**src/rtl/signed_seq_divider_pkg.sv**
```systemverilog
// Shared definitions for the sequential signed divider: FSM encoding and width helpers.
package signed_seq_divider_pkg;

    typedef enum logic [1:0] {
        DIV_IDLE = 2'd0,
        DIV_CALC = 2'd1,
        DIV_FIX  = 2'd2
    } div_state_t;

    localparam int unsigned DIV_MIN_W = 4;
    localparam int unsigned DIV_MAX_W = 32;

    // Number of bits needed to hold values 0..v-1.
    function automatic int unsigned log2c(input int unsigned v);
        int unsigned r;
        r = 0;
        while ((64'd1 << r) < 64'(v)) r++;
        return r;
    endfunction

    function automatic logic [63:0] ones_of(input int unsigned w);
        return (w >= 64) ? {64{1'b1}} : ((64'd1 << w) - 64'd1);
    endfunction

    function automatic logic [63:0] zeros_of(input int unsigned w);
        return (w >= 64) ? 64'd0 : (64'd0 & ones_of(w));
    endfunction

endpackage

```
**src/rtl/signed_seq_divider_div_step.sv**
```systemverilog
// One restoring shift-subtract step on unsigned magnitudes; purely combinational.
module div_step
    import signed_seq_divider_pkg::*;
#(
    parameter int N = 16
) (
    input  logic [N-1:0] rem_i,
    input  logic [N-1:0] quo_i,
    input  logic [N-1:0] dvs_i,
    output logic [N-1:0] rem_o,
    output logic [N-1:0] quo_o
);

    logic [N:0] rem_sh;
    logic [N:0] trial;

    // rem stays below the divisor, so the shifted value fits in N+1 bits
    assign rem_sh = {rem_i, quo_i[N-1]};
    assign trial  = rem_sh - {1'b0, dvs_i};

    always_comb begin
        rem_o = rem_sh[N-1:0];
        quo_o = {quo_i[N-2:0], 1'b0};
        if (!trial[N]) begin
            rem_o = trial[N-1:0];
            quo_o = {quo_i[N-2:0], 1'b1};
        end
    end

endmodule

```
**src/rtl/signed_seq_divider.sv**
```systemverilog
// Sequential two's-complement divider: quotient truncates toward zero, remainder takes the dividend's sign.
module signed_seq_divider
    import signed_seq_divider_pkg::*;
#(
    parameter int N = 16
) (
    input  logic                clock,
    input  logic                resetn,
    input  logic                init,
    input  logic signed [N-1:0] dividend,
    input  logic signed [N-1:0] divisor,
    output logic signed [N-1:0] quotient,
    output logic signed [N-1:0] remainder,
    output logic                busy,
    output logic                done,
    output logic                div_by_zero,
    output logic                overflow
);

    localparam int unsigned   CW     = log2c(N + 1);
    localparam logic [CW-1:0] LAST   = CW'(N - 1);
    localparam logic [63:0]   ONES64 = ones_of(N);
    localparam logic [N-1:0]  ONES   = ONES64[N-1:0];
    localparam logic [N-1:0]  MINV   = {1'b1, {(N-1){1'b0}}};

    div_state_t    state_q, state_d;
    logic [CW-1:0] count_q, count_d;
    logic [N-1:0]  rem_q, rem_d, quo_q, quo_d, dvs_q, dvs_d;
    logic          sa_q, sa_d, sb_q, sb_d, dbz_q, dbz_d, ovf_q, ovf_d;
    logic [N-1:0]  quot_q, quot_d, remo_q, remo_d;
    logic          busy_q, busy_d, done_q, done_d, dbzo_q, dbzo_d, ovfo_q, ovfo_d;
    logic [N-1:0]  a_mag, b_mag, step_rem, step_quo, fix_rem;

    assign a_mag   = dividend[N-1] ? $unsigned(-dividend) : $unsigned(dividend);
    assign b_mag   = divisor[N-1]  ? $unsigned(-divisor)  : $unsigned(divisor);
    // On divide by zero the untouched |dividend| is still in the quo field
    assign fix_rem = dbz_q ? quo_q : rem_q;

    div_step #(.N(N)) u_step (
        .rem_i (rem_q),
        .quo_i (quo_q),
        .dvs_i (dvs_q),
        .rem_o (step_rem),
        .quo_o (step_quo)
    );

    always_comb begin
        state_d = state_q;
        count_d = count_q;
        rem_d   = rem_q;
        quo_d   = quo_q;
        dvs_d   = dvs_q;
        sa_d    = sa_q;
        sb_d    = sb_q;
        dbz_d   = dbz_q;
        ovf_d   = ovf_q;
        quot_d  = quot_q;
        remo_d  = remo_q;
        busy_d  = busy_q;
        done_d  = 1'b0;
        dbzo_d  = dbzo_q;
        ovfo_d  = ovfo_q;
        case (state_q)
            DIV_IDLE: begin
                if (init) begin
                    rem_d   = '0;
                    quo_d   = a_mag;
                    dvs_d   = b_mag;
                    sa_d    = dividend[N-1];
                    sb_d    = divisor[N-1];
                    dbz_d   = (divisor == '0);
                    ovf_d   = ($unsigned(dividend) == MINV) && ($unsigned(divisor) == ONES);
                    count_d = '0;
                    busy_d  = 1'b1;
                    state_d = (divisor == '0) ? DIV_FIX : DIV_CALC;
                end
            end
            DIV_CALC: begin
                rem_d   = step_rem;
                quo_d   = step_quo;
                count_d = count_q + 1'b1;
                if (count_q == LAST) state_d = DIV_FIX;
            end
            DIV_FIX: begin
                quot_d  = dbz_q ? ONES : ((sa_q ^ sb_q) ? -quo_q : quo_q);
                remo_d  = sa_q ? -fix_rem : fix_rem;
                dbzo_d  = dbz_q;
                ovfo_d  = ovf_q;
                done_d  = 1'b1;
                busy_d  = 1'b0;
                state_d = DIV_IDLE;
            end
            default: state_d = DIV_IDLE;
        endcase
    end

    always_ff @(posedge clock) begin
        if (!resetn) begin
            state_q <= DIV_IDLE;
            count_q <= '0;
            quot_q  <= '0;
            remo_q  <= '0;
            busy_q  <= 1'b0;
            done_q  <= 1'b0;
            dbzo_q  <= 1'b0;
            ovfo_q  <= 1'b0;
        end else begin
            state_q <= state_d;
            count_q <= count_d;
            quot_q  <= quot_d;
            remo_q  <= remo_d;
            busy_q  <= busy_d;
            done_q  <= done_d;
            dbzo_q  <= dbzo_d;
            ovfo_q  <= ovfo_d;
        end
    end

    // Working registers are always loaded at acceptance, so they need no reset
    always_ff @(posedge clock) begin
        rem_q <= rem_d;
        quo_q <= quo_d;
        dvs_q <= dvs_d;
        sa_q  <= sa_d;
        sb_q  <= sb_d;
        dbz_q <= dbz_d;
        ovf_q <= ovf_d;
    end

    assign quotient    = quot_q;
    assign remainder   = remo_q;
    assign busy        = busy_q;
    assign done        = done_q;
    assign div_by_zero = dbzo_q;
    assign overflow    = ovfo_q;

endmodule

```
**config.mk**
```make
export PLATFORM = sky130hd
export DESIGN_NAME = signed_seq_divider
export DESIGN_NICKNAME = d
export VERILOG_FILES = /design/src/rtl/signed_seq_divider_pkg.sv /design/src/rtl/signed_seq_divider_div_step.sv /design/src/rtl/signed_seq_divider.sv
export SDC_FILE = /design/constraint.sdc
export NUM_CORES = 1
export LEC_CHECK = 0
export ABC_AREA = 1
export BUFFER_PORTS_ARGS = -buffer_cell sky130_fd_sc_hd__buf_2
export CAP_MARGIN = 10
export CORE_MARGIN = 5
export CORE_UTILIZATION = 50
export DETAILED_ROUTE_END_ITERATION = 8
export PLACE_DENSITY_LB_ADDON = 0.08
export SLEW_MARGIN = 15
export SYNTH_ARGS = -nofsm -noshare
export SYNTH_HDL_FRONTEND = slang
export SYNTH_SLANG_ARGS = --single-unit
```
**constraint.sdc**
```tcl
create_clock -name clock -period 2.7 [get_ports clock]
set_input_delay 0.54 -clock clock [delete_from_list [all_inputs] [get_ports clock]]
set_output_delay 0.54 -clock clock [all_outputs]
set_load 0.02 [all_outputs]
```
==> flow_metrics.py <==
metrics = {
    "synthesis": {
        "synth_compound_area_share_pct": 12.1,
        "ffs_w_async_s_r_synth_pct": 0,
        "syn_inst": 891,
        "synth_top_family_by_area": "simple AND/OR/NAND/NOR gates",
        "synth-seq-cells": 95,
        "yosys.area_share.xor_xnor_pct": 5.30,
        "synth_area_per_cell_um2": 7.23,
        "synth.area.mux_share_pct": 0,
        "ys.flop_type": "sky130_fd_sc_hd__edfxtp_1",
        "post_synth_and_or_nand_nor_area_fraction_pct": 30.6,
        "ys.warnings.count": 0,
        "synthAdderAreaFrac_pct": 4.78,
        "synth_area_mm2": 0.00644,
        "sequential_fraction_of_the_synthesis_area_pct": 37.6,
        "synth.net_count": 950,
        "synth_enable_flop_cells": 52,
        "yosys.cell_types.count": 45,
    },
    "placement": {
        "post_dp_cell_area_mm2": 0.00695,
        "dpl.cell_count": 1120,
        "dp_worst_setup_slack_ns": 0.325,
        "placement.io_buffers": 70,
        "detailedPlacementHpwl_um": 12300,
        "gp_congestion": 0.901,
    },
    "floorplan": {
        "boundary_pins": 71,
        "rows": 41,
        "core_area_mm2": 0.0126,
        "chipHeight_um": 124,
        "initial_utilization_pct": 51.0,
        "die_x_um": 124,
        "die_area_mm2": 0.0153,
    },
    "job": {
        "maximum_capacitance_violations": 0,
    },
    "layout": {
        "area_growth_pct": 12.7,
        "num_antenna_cells": 0,
        "post-route-cell-area_mm2": 0.00726,
        "share_of_cells_above_drive_strength_1_pct": 14.8,
        "final_cells": 1136,
        "layout.core_utilization_pct": 57.5,
        "finish.net_count": 1018,
    },
    "sta": {
        "final-setup-viol-count": 0,
        "hold_viol_final": 0,
        "final.period_utilization_pct": 88.4,
        "min_setup_slack_post_route_ns": 0.314,
        "setup_tns_ns": 0,
        "report.final.slew_viol_count": 0,
        "layout_min_cycle_time_ns": 2.39,
        "max_slew.worst_pin.slew_ns": 0.471,
        "max_frequency_mhz": 419,
        "grt_setup_unrepaired": "no",
        "slew-limit-headroom_pct": 68.6,
        "fin_skew_ns": 0.00564,
        "fin_worst_hold_slack_ns": 0.441,
    },
    "global_routing": {
        "grt_busiest_layer": "met2",
        "gr-usage-all-layers_pct": 21.7,
        "grt.overflow.total": 0,
        "grt_pass1_vias": 5240,
        "grt_use_met1_pct": 31.3,
        "global_route.usage.met3_pct": 3.06,
        "use_met2_pct": 34.1,
        "first_pass_grt_wire_length_um": 25700,
        "grt_antenna_before_repair": 0,
        "grt_start_max_net_pins": 49,
    },
    "setup_path": {
        "critical_path.endpoint_type": "flop",
        "setup.reg_to_reg.worst_slack_ns": 0.31,
        "timing.rr.start": "quo_q[15]$_DFFE_PP_",
        "r2r_end": "rem_q[4]$_SDFFCE_PN0P_",
        "setup.worst_path.class": "flop to flop",
        "crit_path_max_incr_delay_ns": 0.41,
        "cp_num_cells": 11,
        "path_max_fanout": 10,
        "critPathTopFamily": "simple AND/OR/NAND/NOR gates",
        "worst_ep_arrival_time_ns": 2.49,
        "rr_worst_depth": 11,
        "setup.worst_path.start": "quo_q[15]$_DFFE_PP_",
        "crit_required_ns": 2.81,
        "start_kind": "flop",
        "crit_buf_inv": 1,
        "crit_path_cell_trace": "inv_1 -> ha_1 -> fa_1 -> o21ai_2 -> nand2_1 -> nand2_2 -> nand2_4 -> nand3_2 -> nand2_2 -> nor2_1 -> nor2_1",
        "critPathSlowestCell": "sky130_fd_sc_hd__fa_1",
    },
    "cts": {
        "cts_post_setup_buffers_inserted": 0,
        "cts_h_tree_depth": 3,
        "tritoncts": "done",
        "clkTransAtPathRegs_ns": 0.07,
        "post_cts_resize_count": 0,
        "num_clock_sinks": 95,
        "total_clock_buffers_created_by_cts": 9,
        "clockBufferDepth": 2,
        "clk-insertion-delay-late_ns": 0.34,
        "hold_buffers": 0,
        "root_buffer": "sky130_fd_sc_hd__clkbuf_16",
    },
    "route": {
        "drt-vias-per-instance": 4.98,
        "detail_route.first_pass.iterations": 5,
        "detailroute.via_count": 5655,
        "postRouteWirelength_um": 15800,
        "drt_first_iter_violations": 462,
        "residual_antenna_violating_net_count_after_detailed_routing": 0,
        "post_drt_wl_per_cell_um": 13.9,
        "post_route_drc_violation_count": 0,
    },
    "worst_hold_path": {
        "min_path_cells": 1,
        "worst_hold_path.endpoint": "dvs_q[0]$_DFFE_PP_",
        "hold_path_class": "input pin to flop",
        "hold_path.startpoint": "divisor[0]",
    },
    "outcome": {
        "status": "finished, final reports clean",
    },
    "pwr": {
        "cellPowerDensity_mw_per_mm2": 634,
        "leakagePower_nw": 3.61,
        "fin_total_pwr_mw": 4.60,
        "vdd_ir_drop_max_uv": 296,
    },
}
-- worst max path at each step --
stage and endpoint:
5_1_grt rem_q[3]$_SDFFCE_PN0P_, 6_report rem_q[4]$_SDFFCE_PN0P_, 3_5_place_dp rem_q[4]$_SDFFCE_PN0P_, 4_1_cts rem_q[4]$_SDFFCE_PN0P_, 2_1_floorplan quo_q[0]$_DFFE_PP_, 3_3_place_gp rem_q[3]$_SDFFCE_PN0P_
-- metal layers --
metal,vias to the layer above,part of all wire (%)
met1,2490,50
met5,-,0
met4,0,1.7
met3,17,3.9
li1,3024,-
met2,124,45
-- final cells by class --
type,instances,area [um2]
inverters,128,480
repair buffers,81,433
multi-input cells,644,3400
fillers,1300,5360
clock inverters,3,25.0
well taps,172,215
flip-flops and latches,95,2420
clock buffers,13,283
-- report_power, final --
part	switching [mW]	leakage, nW	internal (mW)
sequential	0.122	0.864	1.71
combinational	0.973	2.60	0.510
clock	0.551	0.146	0.741
total	1.65	3.61	2.96
-- flip-flops by register name (all words and copies together), names as in the netlist, 2 cells and up --
| register | count |
|---|---|
| dvs_q | 16 |
| quo_q | 16 |
| quotient | 16 |
| rem_q | 16 |
| remainder | 16 |
| count_q | 5 |
| state_q | 2 |
-- cell usage after synthesis, types with 6 or more instances --
master / count / share of area [%]
sky130_fd_sc_hd__nand4_1: 7 / 0.68
sky130_fd_sc_hd__edfxtp_1: 52 / 24
sky130_fd_sc_hd__nand2_2: 13 / 1.3
sky130_fd_sc_hd__a21oi_1: 29 / 2.3
sky130_fd_sc_hd__xor2_1: 30 / 4.1
sky130_fd_sc_hd__o21ai_2: 10 / 1.4
sky130_fd_sc_hd__o21ai_0: 56 / 4.4
sky130_fd_sc_hd__nand2_1: 209 / 12
sky130_fd_sc_hd__o21ai_1: 9 / 0.70
sky130_fd_sc_hd__inv_1: 127 / 7.4
sky130_fd_sc_hd__ha_1: 23 / 4.5
sky130_fd_sc_hd__nand3b_1: 11 / 1.3
sky130_fd_sc_hd__nand3_1: 58 / 4.5
sky130_fd_sc_hd__nand2_4: 6 / 1.0
sky130_fd_sc_hd__xnor2_1: 9 / 1.2
sky130_fd_sc_hd__a31oi_1: 7 / 0.68
sky130_fd_sc_hd__clkbuf_1: 13 / 0.76
sky130_fd_sc_hd__dfxtp_1: 43 / 13
sky130_fd_sc_hd__nor2_1: 120 / 7.0
-- placed cells by master (no fill, tap or decap), types with 4 or more instances in the layout --
master                      netlist  routed
sky130_fd_sc_hd__clkbuf_16        0      11
sky130_fd_sc_hd__xnor2_1          9       9
sky130_fd_sc_hd__nor4_1           4       4
sky130_fd_sc_hd__dfxtp_1         43      43
sky130_fd_sc_hd__ha_1            23      23
sky130_fd_sc_hd__o21ai_1          9       9
sky130_fd_sc_hd__buf_2            3      70
sky130_fd_sc_hd__nor2_1         120     118
sky130_fd_sc_hd__or2_2            5       5
sky130_fd_sc_hd__nand2_2         13      13
sky130_fd_sc_hd__inv_1          127     127
sky130_fd_sc_hd__buf_4            2      11
sky130_fd_sc_hd__o21ai_0         56      56
sky130_fd_sc_hd__a31oi_1          7       7
sky130_fd_sc_hd__nand2_1        209     209
sky130_fd_sc_hd__nand4_1          7       7
sky130_fd_sc_hd__nand3_1         58      58
sky130_fd_sc_hd__nor2_2           5       7
sky130_fd_sc_hd__nand2_4          6       6
sky130_fd_sc_hd__o21ai_2         10      10
sky130_fd_sc_hd__edfxtp_1        52      52
sky130_fd_sc_hd__a21oi_1         29      29
sky130_fd_sc_hd__xor2_1          30      30
sky130_fd_sc_hd__o221ai_1         5       5
sky130_fd_sc_hd__nand3_2          4       4
sky130_fd_sc_hd__nand3b_1        11      11
-- kinds of logic after synthesis --
group / after synthesis
compound gates: 132
simple gates: 449
xor+xnor: 39
buf+inv: 152
fa+ha+maj: 24
flops: 95
(Power assumes the default switching activity.)
